$ cat src/rtl/move_scheduler.sv
// move_scheduler: arbitrates mouse/CPU moves onto the one-hot cuadro bus with hold and gap timing
// Ports:
//   clk_100MHz, reset (async, active-low)
//   vs_cpu, turnoX, accept, x_occ, o_occ : game context from the board FSM
//   mouse_req/mouse_cell, cpu_req/cpu_cell : level requests with a 4-bit cell
//   cuadro : one-hot accepted move, mouse_ack/nak, cpu_ack/nak : result pulses
//   busy : high whenever the scheduler is not idle
module move_scheduler #(
  parameter int HOLD_CYCLES = 32,
  parameter int GAP_CYCLES  = 16
) (
  input  logic       clk_100MHz,
  input  logic       reset,
  input  logic       vs_cpu,
  input  logic       turnoX,
  input  logic       accept,
  input  logic [8:0] x_occ,
  input  logic [8:0] o_occ,
  input  logic       mouse_req,
  input  logic [3:0] mouse_cell,
  input  logic       cpu_req,
  input  logic [3:0] cpu_cell,
  output logic [8:0] cuadro,
  output logic       mouse_ack,
  output logic       mouse_nak,
  output logic       cpu_ack,
  output logic       cpu_nak,
  output logic       busy
);
  localparam int MAXC = HOLD_CYCLES > GAP_CYCLES ? HOLD_CYCLES : GAP_CYCLES;
  localparam int CW = $clog2(MAXC + 1);
  localparam logic [CW-1:0] HLOAD = CW'(HOLD_CYCLES - 1);
  localparam logic [CW-1:0] GLOAD = CW'(GAP_CYCLES - 1);
  typedef enum logic [1:0] {IDLE, HOLD, GAP, NAKW} state_t;
  state_t state, state_n;
  logic [CW-1:0] cnt, cnt_n;
  logic [8:0] cuadro_n, hot;
  logic [3:0] e_cell;
  logic m_elig, valid, m_ack_n, m_nak_n, c_ack_n, c_nak_n;
  // mouse owns the move unless playing the CPU on O's turn
  assign m_elig = !vs_cpu || turnoX;
  assign e_cell = m_elig ? mouse_cell : cpu_cell;
  // cells 9..15 shift out of the 9-bit vector and yield zero
  assign hot = 9'd1 << e_cell;
  assign valid = |hot && ~|(hot & (x_occ | o_occ));
  always_comb begin
    state_n = state;
    cnt_n = cnt;
    cuadro_n = cuadro;
    m_ack_n = 1'b0;
    m_nak_n = 1'b0;
    c_ack_n = 1'b0;
    c_nak_n = 1'b0;
    case (state)
      IDLE: if (accept) begin
        m_ack_n = m_elig && mouse_req && valid;
        m_nak_n = mouse_req && !(m_elig && valid);
        c_ack_n = !m_elig && cpu_req && valid;
        c_nak_n = cpu_req && !(!m_elig && valid);
        state_n = (m_ack_n || c_ack_n) ? HOLD : (m_nak_n || c_nak_n) ? NAKW : IDLE;
        cuadro_n = (m_ack_n || c_ack_n) ? hot : '0;
        cnt_n = HLOAD;
      end
      HOLD: begin
        state_n = cnt == '0 ? GAP : HOLD;
        cuadro_n = cnt == '0 ? '0 : cuadro;
        cnt_n = cnt == '0 ? GLOAD : cnt - CW'(1);
      end
      GAP: begin
        state_n = cnt == '0 ? IDLE : GAP;
        cnt_n = cnt == '0 ? cnt : cnt - CW'(1);
      end
      NAKW: state_n = IDLE;
      default: state_n = IDLE;
    endcase
  end
  always_ff @(posedge clk_100MHz or negedge reset)
    if (!reset) begin
      state <= IDLE;
      cnt <= '0;
      cuadro <= '0;
      mouse_ack <= 1'b0;
      mouse_nak <= 1'b0;
      cpu_ack <= 1'b0;
      cpu_nak <= 1'b0;
      busy <= 1'b0;
    end else begin
      state <= state_n;
      cnt <= cnt_n;
      cuadro <= cuadro_n;
      mouse_ack <= m_ack_n;
      mouse_nak <= m_nak_n;
      cpu_ack <= c_ack_n;
      cpu_nak <= c_nak_n;
      busy <= state_n != IDLE;
    end
endmodule

$ cat config.mk
export PLATFORM = sky130hd
export DESIGN_NAME = move_scheduler
export DESIGN_NICKNAME = d
export VERILOG_FILES = /design/src/rtl/move_scheduler.sv
export SDC_FILE = /design/constraint.sdc
export NUM_CORES = 1
export LEC_CHECK = 0
export BUFFER_PORTS_ARGS = -buffer_cell sky130_fd_sc_hd__buf_2
export CELL_PAD_IN_SITES_DETAIL_PLACEMENT = 0
export CELL_PAD_IN_SITES_GLOBAL_PLACEMENT = 2
export CORE_MARGIN = 4
export CORE_UTILIZATION = 33
export CTS_BUF_LIST = sky130_fd_sc_hd__clkbuf_4 sky130_fd_sc_hd__clkbuf_8
export DETAILED_ROUTE_END_ITERATION = 10
export GPL_TIMING_DRIVEN = 0
export PLACE_DENSITY_LB_ADDON = 0.1
export REMOVE_ABC_BUFFERS = 1
export SLEW_MARGIN = 40
export SYNTH_ARGS = -nofsm -noshare
export SYNTH_HDL_FRONTEND = slang
export SYNTH_SLANG_ARGS = --single-unit
$ cat constraint.sdc
create_clock -name clk_100MHz -period 4.5 [get_ports clk_100MHz]
set_clock_uncertainty 0.05 [all_clocks]
set_input_delay 0.9 -clock clk_100MHz [delete_from_list [all_inputs] [get_ports clk_100MHz]]
set_output_delay 0.9 -clock clk_100MHz [all_outputs]
set_load 0.005 [all_outputs]
======== After elaboration in Yosys (flattened, before gate mapping) ========
Index checks and enable logic that the tools add are counted.
Widths: inputs -> output; s select.
storage, ports and cells
  memories ................................ 0
  bits of input ports ..................... 33
  output and inout bits ................... 14
  memory bits (writable) .................. 0
  word-level logic and storage cells ...... 67
  bits in read-only memories .............. 0
  bits in latches ......................... 0
  register bits after elaboration ......... 22
cells by class
  shifts and indexed selects .............. 1
  mux-type cells .......................... 23
  equal/unequal tests ..................... 6
  div/mod/pow operators ................... 0
  bitwise operators ....................... 2
  $add $sub $neg .......................... 1
  $lt $le $gt $ge ......................... 0
  reduce and logical (&&, ||, !) cells .... 26
  $mul .................................... 0
operators with widths
  cell                 count
  $mux 9               3
  $mux 6               3
  $pmux 6 s3           1
  $pmux 9 s2           1
  $reduce_or 9->1      2
  $mux 2               5
  $and 9x9->9          1
  $logic_and 1x1->1    9
  $or 9x9->9           1
  $shl 1x4->9 const A  1
  $mux 1               8
  $pmux 2 s4           1
  $logic_not 6->1      1
  $ne 2x2->1 const B   3
  $reduce_and 3->1     2
  $sub 6x1->6 const B  1
  $logic_not 1->1      5
  $eq 2x2->1 const B   2
  $mux 4               1
  $reduce_bool 2->1    2
  $logic_or 1x1->1     3
  $reduce_bool 3->1    1
  $eq 2x1->1 const B   1
  $logic_not 2->1      1

======== Longest topological paths before layout ========
  depth in word-level cells ............... 17
  mapped depth ............................ 9
  mapped depth without buffers ............ 8

======== Least setup slack after synthesis ========
OpenSTA, ideal clock, no wires.
  kind .................................... input-to-reg
  start point ............................. in cpu_cell[0]
  end point ............................... reg mouse_ack
  data required time ...................... 4370 ps
  stages on the path ...................... 7
  buffers on the path ..................... 1
  data arrival time ....................... 2413 ps
  setup time .............................. 80 ps
  setup slack ............................. 1957 ps
  cell sequence ........................... or4b_4 o32ai_2 a221oi_1 nor4_1 and3_4 buf_6 nor3b_2
on the way
  cells in the longest elaborated chain, start to end .. 9
  elaborated cells on any way between the ends .. 10
  those cells by class .................... shift: 1; mux: 3; bitwise: 1; reduce/logical: 5
RTL lines
  item                   RTL line  source
  from (decl)            22        input logic [3:0] cpu_cell,
  $mux 4 (*)             42        assign e_cell = m_elig ? mouse_cell : cpu_cell;
  $shl 1x4->9 (*)        44        assign hot = 9'd1 << e_cell;
  $and 9x9->9            45        assign valid = |hot && ~|(hot & (x_occ | o_occ));
  $reduce_or 9->1        45
  $logic_not 1->1        45
  $logic_and 1x1->1 (*)  45
  $logic_and 1x1->1 (*)  56        m_ack_n = m_elig && mouse_req && valid;
  $mux 1 (*)             55        IDLE: if (accept) begin
  $mux 1 (*)             54        case (state)
  net m_ack_n            39        logic m_elig, valid, m_ack_n, m_nak_n, c_ack_n, c_nak_n;
  to (signal assigned)   91        mouse_ack <= m_ack_n;
  to (decl)              24        output logic mouse_ack,
The timed path passes the listed nets; every way through them passes the cells marked *.
A chain may end at the register's enable or synchronous reset.

======== Final worst setup path ========
  start point ............................. in cpu_cell[0]
  end point ............................... reg cpu_ack
on the way
  cells in the longest elaborated chain, start to end .. 9
  elaborated cells on any way between the ends .. 10
  those cells by class .................... shift: 1; mux: 3; bitwise: 1; reduce/logical: 5
RTL lines
  item                   RTL line  source
  $mux 4 (*)             42
  $shl 1x4->9 (*)        44
  $and 9x9->9            45
  $reduce_or 9->1        45
  $logic_not 1->1        45
  $logic_and 1x1->1 (*)  45
  $logic_and 1x1->1 (*)  58        c_ack_n = !m_elig && cpu_req && valid;
  $mux 1 (*)             55
  $mux 1 (*)             54
  net c_ack_n            39
  to (signal assigned)   93        cpu_ack <= c_ack_n;
  to (decl)              26        output logic cpu_ack,
Marks and branches as above.

==> impl_metrics.env <==
export IMPL_crit_arrival_ns=2.75
export IMPL_min_path_type="register to register"
export IMPL_ys_seq_area_share_pct=37.2
export IMPL_synthArstFlopShare_pct=100
export IMPL_place_area_sq_mm=0.00175
export IMPL_fmax_ghz=0.381
export IMPL_synth_top_cell_area_share_pct=37.2
export IMPL_fin_tns_setup_ns=0
export IMPL_cts_tree="built"
export IMPL_grt_pass1_wl_mm=6.91
export IMPL_multi_input_area_sq_um=880
export IMPL_ios=47
export IMPL_syn_inst=165
export IMPL_drt_total_wl_mm=4.03
export IMPL_hold_viol=0
export IMPL_power_mw=0.773
export IMPL_yosysTopAreaCell="dfrtp_1"
export IMPL_post_route_util_pct=41.6
export IMPL_r2r_slack_ns=2.21
export IMPL_worstSkewPairLatency_ns=0.26
export IMPL_cap_violations=0
export IMPL_dr_pass1_iters=4
export IMPL_drive_gt1_share_pct=30.0
export IMPL_yosys_most_used_dff="dfrtp_1"
export IMPL_rsz0062_at_grt="false"
export IMPL_ys_ff_latch=22
export IMPL_finalNetCount=249
export IMPL_hold_start="cuadro[7]$_DFFE_PN0P_"
export IMPL_grt_use_total_pct=15.5
export IMPL_power_density_mw_per_mm2=427
export IMPL_dp_cells=258
export IMPL_grt_ovfl_total=0
export IMPL_fillers=444
export IMPL_rows=24
export IMPL_synthTopCellsByArea="dfrtp_1, a32o_1, o21ai_0, ha_1, nor2_1"
export IMPL_cts_sinks=22
export IMPL_ys_types=45
export IMPL_routabilityCongestion=0.842
export IMPL_htreeDepth=1
export IMPL_clockRootBuffer="clkbuf_8"
export IMPL_ir_drop_mv=0.116
export IMPL_drv_slew=0
export IMPL_drc=0
export IMPL_final_cells=262
export IMPL_post_route_min_period_ns=2.62
export IMPL_startpoint_type="primary input"
export IMPL_reg2reg_from="cnt[0]$_DFFE_PN0P_"
export IMPL_crit_required_ns=4.62
export IMPL_post_synth_cell_area_avg_sq_um=8.97
export IMPL_synthesis_area_sq_mm=0.00148
export IMPL_die_y_um=75.0
export IMPL_worstMarginPinSlew_ns=0.681
export IMPL_synth_common_cells="dfrtp_1, o21ai_0, nor2_1"
export IMPL_min_path_cells=1
export IMPL_port_buffers=46
export IMPL_cts_hold_buf=0
export IMPL_end_kind="register"
export IMPL_design_area_sq_mm=0.00181
export IMPL_cp_max_fo=14
export IMPL_dieArea_sq_mm=0.00562
export IMPL_ant_nets=0
export IMPL_grt_pass1_vias=1440
export IMPL_cts_resized_gates=0
export IMPL_cts_setup_buffers=0
export IMPL_min_period_over_period_pct=58.3
export IMPL_timing_rr_end="cuadro[3]$_DFFE_PN0P_"
export IMPL_core_area_sq_mm=0.00435
export IMPL_finalSetupViolCount=0
export IMPL_slew_headroom_pct=54.4
export IMPL_clock_path_buffers=2
export IMPL_vias=1475
export IMPL_hpwlAfterDp_mm=3.16
export IMPL_vias_per_cell=5.63
export IMPL_path_class="primary input to register"
export IMPL_die_x_um=75.0
export IMPL_cp_startpoint="cpu_cell[0]"
export IMPL_cts_reportedPaths_clkPinSlew_ns=0.08
export IMPL_regArea_sq_um=551
export IMPL_antenna_found_initial=0
export IMPL_synth_edff_count=0
export IMPL_numCtsBuffers=3
export IMPL_yosysMostFrequentCell="dfrtp_1"
export IMPL_wl_per_cell_um=15.4
export IMPL_diodes=0
export IMPL_grt_max_degree=23
export IMPL_r2r_cells=7
export IMPL_ys_warn_count=0
export IMPL_hold_end="cuadro[7]$_DFFE_PN0P_"
export IMPL_syn2layout_area_growth_pct=22.3
export IMPL_initial_core_util_pct=34.0
export IMPL_drt_initial_drc_count=51
export IMPL_outcome="completed"
export IMPL_p_leak_nw=0.835
[critical path, stage by stage]
cell,delay [ns]
buf_2,0.14
or4b_4,0.58
o32ai_2,0.14
a221oi_1,0.13
nor4_1,0.32
and3_4,0.34
nor4b_2,0.21
[per-stage QoR]
step	hold slack (ns)	setup WS, ns
6_report	0.442	1.88
4_1_cts	0.448	1.65
3_3_place_gp	0.425	1.41
3_5_place_dp	0.429	1.40
2_1_floorplan	0.431	1.90
5_1_grt	0.470	1.72
[worst max path at each step]
| stage | end |
|---|---|
| floorplan | cuadro[7]$_DFFE_PN0P_ |
| global placement | cuadro[7]$_DFFE_PN0P_ |
| detailed placement | cpu_nak$_DFF_PN0_ |
| CTS | cpu_nak$_DFF_PN0_ |
| global route | cpu_ack$_DFF_PN0_ |
| finish | cpu_ack$_DFF_PN0_ |
[logic make-up after synthesis]
| group | synth area share, % |
|---|---|
| adders and majority gates | 4.23 |
| AOI/OAI and AO/OA | 24.3 |
| muxes | 2.79 |
| xor gates and xnor gates | 0.592 |
| and+or+nand+nor | 27.0 |
| buffers and inverters | 3.89 |
| DFF | 37.2 |
[flip-flops by register name (all words and copies together), names as in the netlist]
signal,count
mouse_ack,1
cpu_ack,1
mouse_nak,1
busy,1
cuadro,9
cnt,6
cpu_nak,1
state,2
[layout by cell type (no fill, tap or decap), types with 3 or more instances in the layout]
cell type,n
dfrtp_1,22
nor3_1,9
o21ai_0,15
mux2i_1,3
nor2_1,14
nand2_1,13
nand2b_1,7
ha_1,5
buf_2,46
or2_2,4
a21oi_1,4
o22ai_1,3
a2111oi_0,3
clkbuf_8,4
nand3_1,5
a32o_1,10
inv_1,8
[power by group]
group	internal [mW]	switching, mW
registers	0.243	0.0317
logic	0.139	0.216
clock network	0.0779	0.0651
total	0.460	0.313
[cell type report]
cell class | count | share of cell area (%)
multi-input cells | 130 | 48.6
flip-flops and latches | 22 | 30.4
repair buffers | 46 | 12.7
well taps | 52 | 3.59
clock buffers | 4 | 3.04
inverters | 8 | 1.66
[routing by layer]
layer / up-vias / routed length, um / track usage, %
li1: 719 / - / -
met1: 707 / 1790 / 21.5
met2: 43 / 1960 / 24.6
met3: 6 / 204 / 2.27
met4: 0 / 78 / 5.73
met5: - / 0 / 0
Power figures use the tool's default switching activity.
